**config.mk**
```make
export PLATFORM = sky130hd
export DESIGN_NAME = phase_sequencer_flat
export DESIGN_NICKNAME = d
export VERILOG_FILES = /design/src/rtl/tlc_pkg.sv /design/src/rtl/phase_sequencer_if.sv /design/src/rtl/phase_cnt.sv /design/src/rtl/phase_sequencer.sv /design/src/flat_wrapper.sv
export SDC_FILE = /design/constraint.sdc
export NUM_CORES = 1
export LEC_CHECK = 0
export CORE_AREA = 3 3 40 42
export DETAILED_ROUTE_END_ITERATION = 8
export DIE_AREA = 0 0 43 45
export PLACE_DENSITY = 0.74
export SYNTH_ARGS = -nofsm -noshare
export SYNTH_HDL_FRONTEND = slang
export SYNTH_SLANG_ARGS = --single-unit
```
**constraint.sdc**
```tcl
create_clock -name CLK -period 2.8 [get_ports CLK]
set_clock_uncertainty 0.15 [all_clocks]
set_input_delay 0.84 -clock CLK [delete_from_list [all_inputs] [get_ports CLK]]
set_output_delay 0.84 -clock CLK [all_outputs]
set_load 0.01 [all_outputs]
```
**src/rtl/tlc_pkg.sv**
```systemverilog
// -----------------------------------------------------------------------------
// tlc_pkg
// Shared definitions for the traffic light controller phase sequencer.
//   phase_e    : sequencer phases (green, orange, all-red clearance)
//   side_t     : 2-bit approach code, with named constants N/E/S/W = 0..3
//   CNT_W_DEF  : default phase counter width
//   next_side  : rotation helper (3 wraps to 0)
// -----------------------------------------------------------------------------
package tlc_pkg;

  typedef enum logic [1:0] {
    PH_GREEN  = 2'd0,
    PH_ORANGE = 2'd1,
    PH_ALLRED = 2'd2
  } phase_e;

  typedef logic [1:0] side_t;

  localparam side_t SIDE_N = 2'd0;
  localparam side_t SIDE_E = 2'd1;
  localparam side_t SIDE_S = 2'd2;
  localparam side_t SIDE_W = 2'd3;

  localparam int CNT_W_DEF = 4;

  // The 2-bit add wraps 3 -> 0 naturally.
  function automatic side_t next_side(input side_t s);
    return s + 2'd1;
  endfunction

endpackage

```
**src/rtl/phase_sequencer_if.sv**
```systemverilog
// -----------------------------------------------------------------------------
// phase_sequencer_if
// Signal bundle between the phase sequencer and the lamp output stage.
//   T        : traffic-present flag of the side currently on SIDE (stage -> seq)
//   HOLD     : maintenance freeze                                  (stage -> seq)
//   G, O, R  : one-hot phase strobes                               (seq -> stage)
//   SIDE     : active approach 0..3                                (seq -> stage)
//   SIDE_CHG : pulse in the first green cycle of a new side        (seq -> stage)
// Modports: master = sequencer side, slave = output stage side.
// -----------------------------------------------------------------------------
interface phase_sequencer_if;
  import tlc_pkg::*;

  logic  T;
  logic  HOLD;
  logic  G;
  logic  O;
  logic  R;
  side_t SIDE;
  logic  SIDE_CHG;

  modport master (
    input  T, HOLD,
    output G, O, R, SIDE, SIDE_CHG
  );

  modport slave (
    output T, HOLD,
    input  G, O, R, SIDE, SIDE_CHG
  );

endinterface

```
**src/rtl/phase_cnt.sv**
```systemverilog
// -----------------------------------------------------------------------------
// phase_cnt
// Phase length up-counter with clear, hold and terminal-match output.
//   clk, srst : clock, synchronous active-high reset (clears the count)
//   clear     : restart at 0 on the next edge (phase entry)
//   hold      : freeze the count; takes priority over clear
//   limit     : phase length in cycles, 1 .. 2^CNT_W (one extra bit wide)
//   cnt       : current count
//   term      : high in the last cycle of the phase (cnt == limit-1)
// -----------------------------------------------------------------------------
module phase_cnt #(
  parameter int CNT_W = 4
) (
  input  logic             clk,
  input  logic             srst,
  input  logic             clear,
  input  logic             hold,
  input  logic [CNT_W:0]   limit,
  output logic [CNT_W-1:0] cnt,
  output logic             term
);

  localparam logic [CNT_W-1:0] CNT_ONE = CNT_W'(1);
  localparam logic [CNT_W:0]   LIM_ONE = (CNT_W + 1)'(1);

  logic [CNT_W-1:0] cnt_reg;

  always_ff @(posedge clk) begin
    if (srst) begin
      cnt_reg <= '0;
    end else if (hold) begin
      cnt_reg <= cnt_reg;
    end else if (clear) begin
      cnt_reg <= '0;
    end else begin
      cnt_reg <= cnt_reg + CNT_ONE;
    end
  end

  // limit is one bit wider so a full 2^CNT_W-cycle phase ends at the all-ones count.
  assign term = ({1'b0, cnt_reg} == (limit - LIM_ONE));
  assign cnt  = cnt_reg;

endmodule

```
**src/rtl/phase_sequencer.sv**
```systemverilog
// -----------------------------------------------------------------------------
// phase_sequencer
// Density-aware phase sequencer for the lamp output stage. Rotates the four
// approaches 0->1->2->3->0; each side gets green (short or long depending on
// its traffic flag T, sampled in green cycle 0), then orange, then an optional
// all-red clearance before the next side.
//
// Ports:
//   CLK  : clock, all state on the rising edge
//   RST  : synchronous active-high reset, overrides HOLD
//   bus  : phase_sequencer_if.master (T, HOLD in; G, O, R, SIDE, SIDE_CHG out)
//
// Build option: define ALLRED_EN to include the all-red clearance phase.
// Without it orange goes straight to the next side's green, R is tied to 0
// and ALLRED_TIME has no effect.
// -----------------------------------------------------------------------------
module phase_sequencer
  import tlc_pkg::*;
#(
  parameter int GREEN_LONG  = 8,
  parameter int GREEN_SHORT = 4,
  parameter int ORANGE_TIME = 2,
  parameter int ALLRED_TIME = 1,
  parameter int CNT_W       = CNT_W_DEF
) (
  input logic                CLK,
  input logic                RST,
  phase_sequencer_if.master  bus
);

  localparam int LIM_W = CNT_W + 1;

  localparam logic [1:0] ST_GREEN  = PH_GREEN;
  localparam logic [1:0] ST_ORANGE = PH_ORANGE;

  localparam logic [LIM_W-1:0] LIM_LONG   = LIM_W'(GREEN_LONG);
  localparam logic [LIM_W-1:0] LIM_SHORT  = LIM_W'(GREEN_SHORT);
  localparam logic [LIM_W-1:0] LIM_ORANGE = LIM_W'(ORANGE_TIME);

`ifdef ALLRED_EN
  localparam logic [1:0]       ST_ALLRED  = PH_ALLRED;
  localparam logic [LIM_W-1:0] LIM_ALLRED = LIM_W'(ALLRED_TIME);
`endif

  // Reject illegal parameter sets at elaboration.
  if (GREEN_SHORT < 1 || GREEN_SHORT > GREEN_LONG || GREEN_LONG > (1 << CNT_W)) begin : g_bad_green
    $error("phase_sequencer: green lengths out of range");
  end
  if (ORANGE_TIME < 1 || ORANGE_TIME > (1 << CNT_W)) begin : g_bad_orange
    $error("phase_sequencer: ORANGE_TIME out of range");
  end
  if (ALLRED_TIME < 1 || ALLRED_TIME > (1 << CNT_W)) begin : g_bad_allred
    $error("phase_sequencer: ALLRED_TIME out of range");
  end

  logic [1:0]       state_reg, state_next;
  side_t            side_reg, side_next;
  logic             t_lat_reg, t_lat_next;
  logic             g_reg, o_reg;
  logic             side_chg_reg, side_chg_next;
`ifdef ALLRED_EN
  logic             r_reg;
`endif

  logic [CNT_W-1:0] cnt;
  logic             term;
  logic [LIM_W-1:0] limit;
  logic             green_c0;
  logic             t_eff;

  phase_cnt #(
    .CNT_W (CNT_W)
  ) u_phase_cnt (
    .clk   (CLK),
    .srst  (RST),
    .clear (term),      // every terminal match is a phase change
    .hold  (bus.HOLD),
    .limit (limit),
    .cnt   (cnt),
    .term  (term)
  );

  // In green cycle 0 the latch has not caught T yet, so the limit uses T live.
  assign green_c0 = (state_reg == ST_GREEN) && (cnt == '0);
  assign t_eff    = green_c0 ? bus.T : t_lat_reg;

  always_comb begin
    limit         = t_eff ? LIM_LONG : LIM_SHORT;
    state_next    = state_reg;
    side_next     = side_reg;
    t_lat_next    = t_lat_reg;
    side_chg_next = 1'b0;

    if (green_c0) begin
      t_lat_next = bus.T;
    end

    case (state_reg)
      ST_ORANGE: limit = LIM_ORANGE;
`ifdef ALLRED_EN
      ST_ALLRED: limit = LIM_ALLRED;
`endif
      default:   limit = t_eff ? LIM_LONG : LIM_SHORT;
    endcase

    if (term) begin
      case (state_reg)
        ST_GREEN: state_next = ST_ORANGE;
`ifdef ALLRED_EN
        ST_ORANGE: state_next = ST_ALLRED;
        ST_ALLRED: begin
          state_next    = ST_GREEN;
          side_next     = next_side(side_reg);
          side_chg_next = 1'b1;
        end
`else
        ST_ORANGE: begin
          state_next    = ST_GREEN;
          side_next     = next_side(side_reg);
          side_chg_next = 1'b1;
        end
`endif
        default: state_next = ST_GREEN;  // unreachable encoding: recover to green
      endcase
    end
  end

  always_ff @(posedge CLK) begin
    if (RST) begin
      state_reg    <= ST_GREEN;
      side_reg     <= SIDE_N;
      t_lat_reg    <= 1'b0;
      g_reg        <= 1'b1;
      o_reg        <= 1'b0;
      side_chg_reg <= 1'b0;
`ifdef ALLRED_EN
      r_reg        <= 1'b0;
`endif
    end else if (bus.HOLD) begin
      // Everything frozen except the change pulse, which must not repeat.
      side_chg_reg <= 1'b0;
    end else begin
      state_reg    <= state_next;
      side_reg     <= side_next;
      t_lat_reg    <= t_lat_next;
      g_reg        <= (state_next == ST_GREEN);
      o_reg        <= (state_next == ST_ORANGE);
      side_chg_reg <= side_chg_next;
`ifdef ALLRED_EN
      r_reg        <= (state_next == ST_ALLRED);
`endif
    end
  end

  assign bus.G        = g_reg;
  assign bus.O        = o_reg;
  assign bus.SIDE     = side_reg;
  assign bus.SIDE_CHG = side_chg_reg;
`ifdef ALLRED_EN
  assign bus.R        = r_reg;
`else
  assign bus.R        = 1'b0;
`endif

endmodule

```
**src/flat_wrapper.sv**
```systemverilog
// flat-port wrapper written by rule: the top's interface ports become plain ports
module phase_sequencer_flat import tlc_pkg::*;
#(
  parameter int GREEN_LONG  = 8,
  parameter int GREEN_SHORT = 4,
  parameter int ORANGE_TIME = 2,
  parameter int ALLRED_TIME = 1,
  parameter int CNT_W       = CNT_W_DEF
)
  (CLK, RST, bus_T, bus_HOLD, bus_G, bus_O, bus_R, bus_SIDE, bus_SIDE_CHG);
  phase_sequencer_if bus_i ();
  input logic CLK;
  input logic RST;
  input wire logic [$bits(bus_i.T)-1:0] bus_T;
  input wire logic [$bits(bus_i.HOLD)-1:0] bus_HOLD;
  output wire logic [$bits(bus_i.G)-1:0] bus_G;
  output wire logic [$bits(bus_i.O)-1:0] bus_O;
  output wire logic [$bits(bus_i.R)-1:0] bus_R;
  output wire logic [$bits(bus_i.SIDE)-1:0] bus_SIDE;
  output wire logic [$bits(bus_i.SIDE_CHG)-1:0] bus_SIDE_CHG;
  assign bus_i.T = bus_T;
  assign bus_i.HOLD = bus_HOLD;
  assign bus_G = bus_i.G;
  assign bus_O = bus_i.O;
  assign bus_R = bus_i.R;
  assign bus_SIDE = bus_i.SIDE;
  assign bus_SIDE_CHG = bus_i.SIDE_CHG;
  phase_sequencer #(.GREEN_LONG(GREEN_LONG), .GREEN_SHORT(GREEN_SHORT), .ORANGE_TIME(ORANGE_TIME), .ALLRED_TIME(ALLRED_TIME), .CNT_W(CNT_W)) u_core (.CLK(CLK), .RST(RST), .bus(bus_i));
endmodule
```
==> results.md, run 1 <==
- The half-perimeter wire length after detailed placement is between 800 and 900 um.
- The number of global-route vias before repair is between 400 and 500.
- Post-CTS timing repair inserted 0 buffers for setup.
- The global routing usage summed across all routing layers is 0.140.
- The first global-routing pass estimated slightly above 2 mm of wire.
- The sequential area share after synthesis is 0.379.
- Among all stages on the critical path, the largest delay is contributed by sky130_fd_sc_hd__or4_1.
- The achievable clock frequency is about 450 MHz.
- The minimum clock period after layout is approximately 2.2 ns.
- The count of inserted antenna diode cells is 0.
- The largest stage delay on the critical path is slightly above 0.4 ns.
- The floorplan row count is 13.
- Detailed routing inserted a total of just over 500 vias.
- The worst ir drop on vdd is 0.237 mV.
- The largest net degree at the start of global routing is 14.
- In this run, synthesis produced a sequential element count of 12.
- In the final timing run, aggregate negative setup slack is 0 ns.
- TritonCTS built the clock tree.
- The register with the most flip-flops in the layout has 4 of them.
- The post-synthesis cell type count is 30.
- The number of H-tree levels is 1.
- The class of the tightest hold or removal check is flop to flop.
- Using the TritonRoute via totals, the vias-per-cell ratio works out to between 5 and 6.
- STA puts the critical path data arrival time at 2.27 ns.
- The number of instances in the synthesized netlist is between 60 and 70.
- The switching share of power is 0.254.
- After global routing the overflow that remains totals 0.
- The share of final-layout standard cells stronger than drive strength 1 is 0.113.
- In this run the worst path has a maximum fanout of 9.
- The number of hold violations in the final report is 0.
- The number of detailed-route iterations in the first pass is 4.
- The top cell type's share of synthesized area is 0.379.
- The clock insertion delay at the later pin of the skew report is around 0.26 ns.
- Once detail routing completed, the nets flagged for antenna violations numbered 0.
- The number of buffer cells added on primary ports is 8.
- The kind of critical path is flop to flop.
- For this design the static power due to leakage is ~0.28 nW.
- The power dissipated by switching net loads is between 0.08 and 0.09 mW.
- The die is roughly 43 um wide.
- CTS placed an instance of sky130_fd_sc_hd__clkbuf_4 at the clock tree root.
- The category of cells accounting for the largest share of critical-path delay is simple AND/OR/NAND/NOR gates.
- Of the available clock period, the critical path in the final layout requires 0.795.
- The design draws 0.332 mW.
- Setup repair after global routing left no endpoint under its margin.
- The flow ran to the end, and the final reports show no timing, DRC or antenna violations.
- The total nets after synthesis is 75.
- The number of top-level pins is 10.
- The flip-flop cell with the highest count after synthesis is sky130_fd_sc_hd__dfxtp_1.
- The height of the die is between 40 and 50 um.
- The signed area change from the synthesized netlist to the final layout is 20.4%.
- The final number of max-transition violations is 0.
- Ranked by instance count, the synthesized netlist is headed by sky130_fd_sc_hd__dfxtp_1, sky130_fd_sc_hd__nand2_1, sky130_fd_sc_hd__nor2_1.
- Yosys attributes the largest share of cell area to sky130_fd_sc_hd__dfxtp_1, sky130_fd_sc_hd__nand2_1, sky130_fd_sc_hd__nor2_1.
- The post-detailed-routing wire length is approximately 1.2 mm.
- The number of antenna violations at the first check in global routing was 0.
- The die area is between 0.0015 and 0.002 mm2.
- Clock tree synthesis inserted a total of 3 buffers.
- Dividing total power by cell area gives a power density of 436 mW/mm2.
- The DRC violation count after routing is 0.
- Post-CTS repair changed the size of 0 cells.
- During synthesis, Yosys emitted a total of 0 warnings.
- Of all flip-flops after synthesis, the portion carrying an async set or reset was 0.
- The total of max-cap violations is 0.
- The largest total area in the synthesized netlist belongs to sky130_fd_sc_hd__dfxtp_1.
- The weighted congestion at the end of routability-driven global placement is approximately 0.73.
- The tree built by TritonCTS fans out to 12 sinks.
- After the flow finishes, the layout carries non-filler instances totaling 95.
- The worst setup path is captured at a flop.
- The average cell area after synthesis is between 9 and 10 um2.
- The kind of start point of the critical path is a flop.
- The placed cell count is 92.
- The effective utilization at floorplan is 0.493.
- Of the total power, combinational logic draws 0.139.
- The most common cell in the synthesized netlist is sky130_fd_sc_hd__dfxtp_1.
- The count of flip-flops with a built-in enable after synthesis is 0.
- Together, buffers and inverters on the worst path number 1.
- The internal power of the cells totals between 0.2 and 0.25 mW.
- The first-iteration detailed-routing DRC count is 2.
- The area of the mapped netlist is roughly 630 um2.
- The number of failing setup endpoints in the final timing report is 0.
- Clock-pin slew was measured on the worst setup and hold paths at 0.07 ns.
- The final layout contains just under 90 nets.
- Dividing the detail-routed wire length by the instance count gives roughly 13 um.
- After floorplanning, the core was sized to cover 0.00128 mm2.
- The data required time of the critical path is roughly 2.8 ns.
- Buffers inserted to repair hold after CTS numbered 0.
- The portion of total power attributed to the clock network is 0.310.
- The critical path goes through inv_1 > ha_1 > nor4b_2 > mux2i_1 > a2bb2oi_4 > or4_1 > a21oi_1.
- The maximum number of buffers from clock root to sink is 2.
- Of the total power, registers draw 0.551.
[area by class of cell]
cell class                      count  area, um2
Clock buffer                        3       22.5
Fill cell                         118        523
Sequential cell                    12        240
Inverter                            2       7.51
Multi-Input combinational cell     52        370
Tap cell                           15       18.8
Timing Repair Buffer               11        103
[power groups by stage]
stage / Combinational (mW) / Sequential (mW) / Clock, mW
floorplan: 0.0339 / 0.185 / 0
global placement: 0.0460 / 0.187 / 0
detailed placement: 0.0461 / 0.187 / 0
CTS: 0.0463 / 0.183 / 0.106
global route: 0.0513 / 0.184 / 0.114
finish: 0.0463 / 0.183 / 0.103
[cell usage in the layout (no fill, tap or decap)]
master	netlist	routed
sky130_fd_sc_hd__nor4b_4	1	1
sky130_fd_sc_hd__a41oi_1	1	1
sky130_fd_sc_hd__dfxtp_1	12	12
sky130_fd_sc_hd__nor3b_1	2	2
sky130_fd_sc_hd__conb_1	1	1
sky130_fd_sc_hd__nand3_1	2	2
sky130_fd_sc_hd__xor2_1	2	2
sky130_fd_sc_hd__nor2_1	8	8
sky130_fd_sc_hd__or4_1	1	1
sky130_fd_sc_hd__o21ai_0	2	2
sky130_fd_sc_hd__nor4b_2	1	1
sky130_fd_sc_hd__nor3_1	1	1
sky130_fd_sc_hd__or2b_1	1	1
sky130_fd_sc_hd__xnor2_1	1	1
sky130_fd_sc_hd__nand3b_1	2	2
sky130_fd_sc_hd__mux2i_1	2	2
sky130_fd_sc_hd__nor4b_1	3	3
sky130_fd_sc_hd__nand2b_1	1	1
sky130_fd_sc_hd__nor2b_1	1	1
sky130_fd_sc_hd__a21oi_1	4	4
sky130_fd_sc_hd__mux2_1	1	1
sky130_fd_sc_hd__nor4_1	1	1
sky130_fd_sc_hd__a31oi_1	1	1
sky130_fd_sc_hd__ha_1	2	2
sky130_fd_sc_hd__inv_1	2	2
sky130_fd_sc_hd__nand4b_1	1	1
sky130_fd_sc_hd__a2bb2oi_4	1	1
sky130_fd_sc_hd__nand2_1	8	8
sky130_fd_sc_hd__clkdlybuf4s50_1	0	8
sky130_fd_sc_hd__buf_4	1	3
sky130_fd_sc_hd__clkbuf_4	0	3
[worst register-to-register path, cell delays in order (launching register included)]
cell                        delay [ns]
sky130_fd_sc_hd__dfxtp_1          0.37
sky130_fd_sc_hd__inv_1            0.14
sky130_fd_sc_hd__ha_1             0.15
sky130_fd_sc_hd__nor4b_2          0.31
sky130_fd_sc_hd__mux2i_1          0.34
sky130_fd_sc_hd__a2bb2oi_4        0.14
sky130_fd_sc_hd__or4_1            0.41
sky130_fd_sc_hd__a21oi_1          0.13
[per-stage QoR]
stage	worst slack [ns]	util	instance area, um2	hold WS, ns
2_1_floorplan	0.759	-	633	0.299
3_3_place_gp	0.386	0.575	739	0.309
3_5_place_dp	0.340	0.575	739	0.319
4_1_cts	0.562	0.593	762	0.335
5_1_grt	0.391	0.593	762	0.374
6_report	0.574	0.593	762	0.329
[cell families (layout without fill, tap and decap cells)]
family                     after synthesis  in the layout  share of synthesized area
buffers and inverters                    5             16                     0.0356
AOI/OAI and AO/OA                        9              9                      0.113
muxes                                    3              3                     0.0494
DFF                                     12             12                      0.379
other                                    1              1                    0.00592
adders and majority gates                2              2                     0.0395
xor gates and xnor gates                 3              3                     0.0415
and+or+nand+nor                         34             34                      0.336
[metal layers]
metal  global-route usage  routed length [um]
met2                0.219                 564
met4               0.0904                  16
met5                    0                   0
met3               0.0398                  26
met1                0.171                 584
[worst paths after layout]
path	cells past startpoint	slack [ns]	from	to
worst max-delay path	7	0.57	u_core.u_phase_cnt.cnt[1]	u_core.state_reg[0]
worst min-delay path	2	0.33	u_core.bus.G	u_core.bus.G
worst max register to register	7	0.57	u_core.u_phase_cnt.cnt[1]	u_core.state_reg[0]
worst min register to register	2	0.33	u_core.bus.G	u_core.bus.G
No activity file was read; power rests on OpenSTA's default activity.
==> run 2, diff against run 1 <==
Clock period 2.8 ns to 2.2 ns, I/O delays scaled along.
==> results.md, run 2 (synthesis gave the netlist of run 1 again) <==
- The achievable clock frequency came to 490 MHz (+9.0%).
- The core area is 0.00128 mm2 (unchanged).
- The arrival time reported for the critical path endpoint came to 2.10 ns (-0.17 ns).
- The total CTS buffers is 3 (unchanged).
- Setup repair after global routing left no endpoint under its margin.
- The data required time of the critical path is 2.26 ns (-0.58 ns).
- The flop-to-flop setup slack is 0.16 ns (-0.42 ns).
- The final number of max-transition violations is 0 (unchanged).
- The clock transition at the registers of the reported paths is 0.08 ns (about the same).
- The worst ir drop on vdd came to 0.408 mV (+72%).
- The maximum number of buffers from clock root to sink is 2 (unchanged).
- The number of top-level pins is 10 (unchanged).
- The vias per cell is 5.41 (+1.4%).
- The first-iteration detailed-routing DRC count is 8 (+6).
- The die area was 0.00194 mm2 (unchanged).
- The per-cell routed wire length is 12.2 um (-2.4%).
- The placed cell area is 769 um2 (+4.1%).
- The largest net degree at the start of global routing was 10 (-4).
- The die outline width is 43 um (unchanged).
- The wire length of the first global-routing pass is 2.14 mm (+6.2%).
- The setup path with the least slack is of type flop to flop.
- The most frequent standard cell in the layout excluding fill and tap cells is sky130_fd_sc_hd__dfxtp_1.
- The minimum clock period after layout came to 2.04 ns (-0.184 ns).
- The total of max-cap violations is 0 (unchanged).
- The number of hold violations in the final report is 0 (unchanged).
- The share of final-layout standard cells stronger than drive strength 1 came to 0.165 (+0.0522).
- The flow ran to the end, and the final reports show no timing, DRC or antenna violations.
- The number of global-route vias before repair is 518 (+10%).
- The count of inserted antenna diode cells is 0 (unchanged).
- The flip-flop count of the largest register after layout is 4 (unchanged).
- The class of the tightest hold or removal check is flop to flop.
- The antenna violation net count after detailed routing is 0 (unchanged).
- The number of failing setup endpoints in the final timing report is 0 (unchanged).
- The number of clock sinks is 12 (unchanged).
- The DRC violation count after routing came to 0 (unchanged).
- The buffers inserted during post-CTS setup optimization is 0 (unchanged).
- The height of the die is 45 um (unchanged).
- The weighted congestion at the end of routability-driven global placement is 0.809 (+11%).
- The floorplan row count is 13 (unchanged).
- The clock tree from TritonCTS is done.
- The number of buffer cells added on primary ports came to 8 (unchanged).
- The global routing usage summed across all routing layers is 0.149 (+0.00836).
- The critical-path maximum fanout is 4 (-5).
- The kind of start point of the critical path is a flop.
- The total overflow reported by the global router is 0 (unchanged).
- The overall power consumption is 0.479 mW (+44%).
- The post-detailed-routing wire length is 1.22 mm (+2.8%).
- The signed area change from the synthesized netlist to the final layout is 28.7%.
- The half-perimeter wire length after detailed placement is 917 um (+3.8%).
- The top cell types in the final layout, fill and taps aside, are sky130_fd_sc_hd__dfxtp_1, sky130_fd_sc_hd__nand2_1, sky130_fd_sc_hd__nor2_1, sky130_fd_sc_hd__clkdlybuf4s50_1, sky130_fd_sc_hd__buf_4.
- The via count is 541 (+6.7%).
- The number of H-tree levels came to 1 (unchanged).
- The clock insertion delay at the later pin of the skew report was 0.27 ns (about the same).
- The post-route clock period utilization is 0.928 (+0.133).
- The number of detailed-route iterations in the first pass is 4 (unchanged).
- The critical path endpoint category is a flop.
- The power density relative to cell area is 588 mW/mm2 (+35%).
- The post-layout instance area was 815 um2 (+6.9%).
- The static leakage is 0.319 nW (+12%).
- The tree is rooted in a sky130_fd_sc_hd__clkbuf_4.
- The post-layout net count is 92 (+4.5%).
- The number of antenna violations at the first check in global routing came to 0 (unchanged).
- The effective utilization at floorplan is 0.493 (unchanged).
[run 2: area by class of cell]
cell class                 count  area, um2
timing repair buffer          15        133
clock buffer                   4       36.3
inverter                       2       7.51
sequential                    12        240
multi-input combinational     52        379
tap                           15       18.8
fill                         117        470
[run 2: final timing paths]
kind | startpoint | endpoint | cells past startpoint
worst max-delay path | u_core.u_phase_cnt.cnt[1] | u_core.state_reg[0] | 7
worst min-delay path | u_core.bus.O | u_core.bus.O | 2
worst max register to register | u_core.u_phase_cnt.cnt[1] | u_core.state_reg[0] | 7
worst min register to register | u_core.bus.O | u_core.bus.O | 2
[run 2: power by group]
part / internal, mW / leakage, nW / switching (mW)
Combinational: 0.0367 / 0.201 / 0.0339
Sequential: 0.224 / 0.0973 / 0.00733
Clock: 0.101 / 0.0210 / 0.0768
[run 2: per-stage QoR]
step,setup TNS (ns),setup slack [ns],std cells,hold WS [ns],utilization
floorplan,0,0.159,69,0.299,-
global placement,-0.0312,-0.0312,96,0.306,0.599
detailed placement,-0.00341,-0.00341,96,0.315,0.599
CTS,0,0.117,100,0.326,0.627
global route,0,0.0151,100,0.365,0.634
finish,0,0.158,100,0.324,0.634
[run 2: timing repair]
action / in CTS / in global routing
hold buffers: 0 / 0
resized for setup: 0 / 1
setup endpoints to repair: 0 / 1
[run 2: worst max-delay path: stages, from the launching register on]
cell and delay [ns]:
sky130_fd_sc_hd__dfxtp_1 0.32, sky130_fd_sc_hd__inv_1 0.11, sky130_fd_sc_hd__ha_1 0.16, sky130_fd_sc_hd__nor4b_4 0.25, sky130_fd_sc_hd__mux2i_1 0.35, sky130_fd_sc_hd__a2bb2oi_4 0.11, sky130_fd_sc_hd__or4_1 0.40, sky130_fd_sc_hd__a21oi_1 0.13
[run 2: layer usage]
metal	vias to the layer above	part of all wire	track usage
met1	257	0.48	0.188
met5	-	0	0
met4	0	0.0098	0.0904
met2	6	0.47	0.225
met3	2	0.033	0.0438
li1	276	-	-
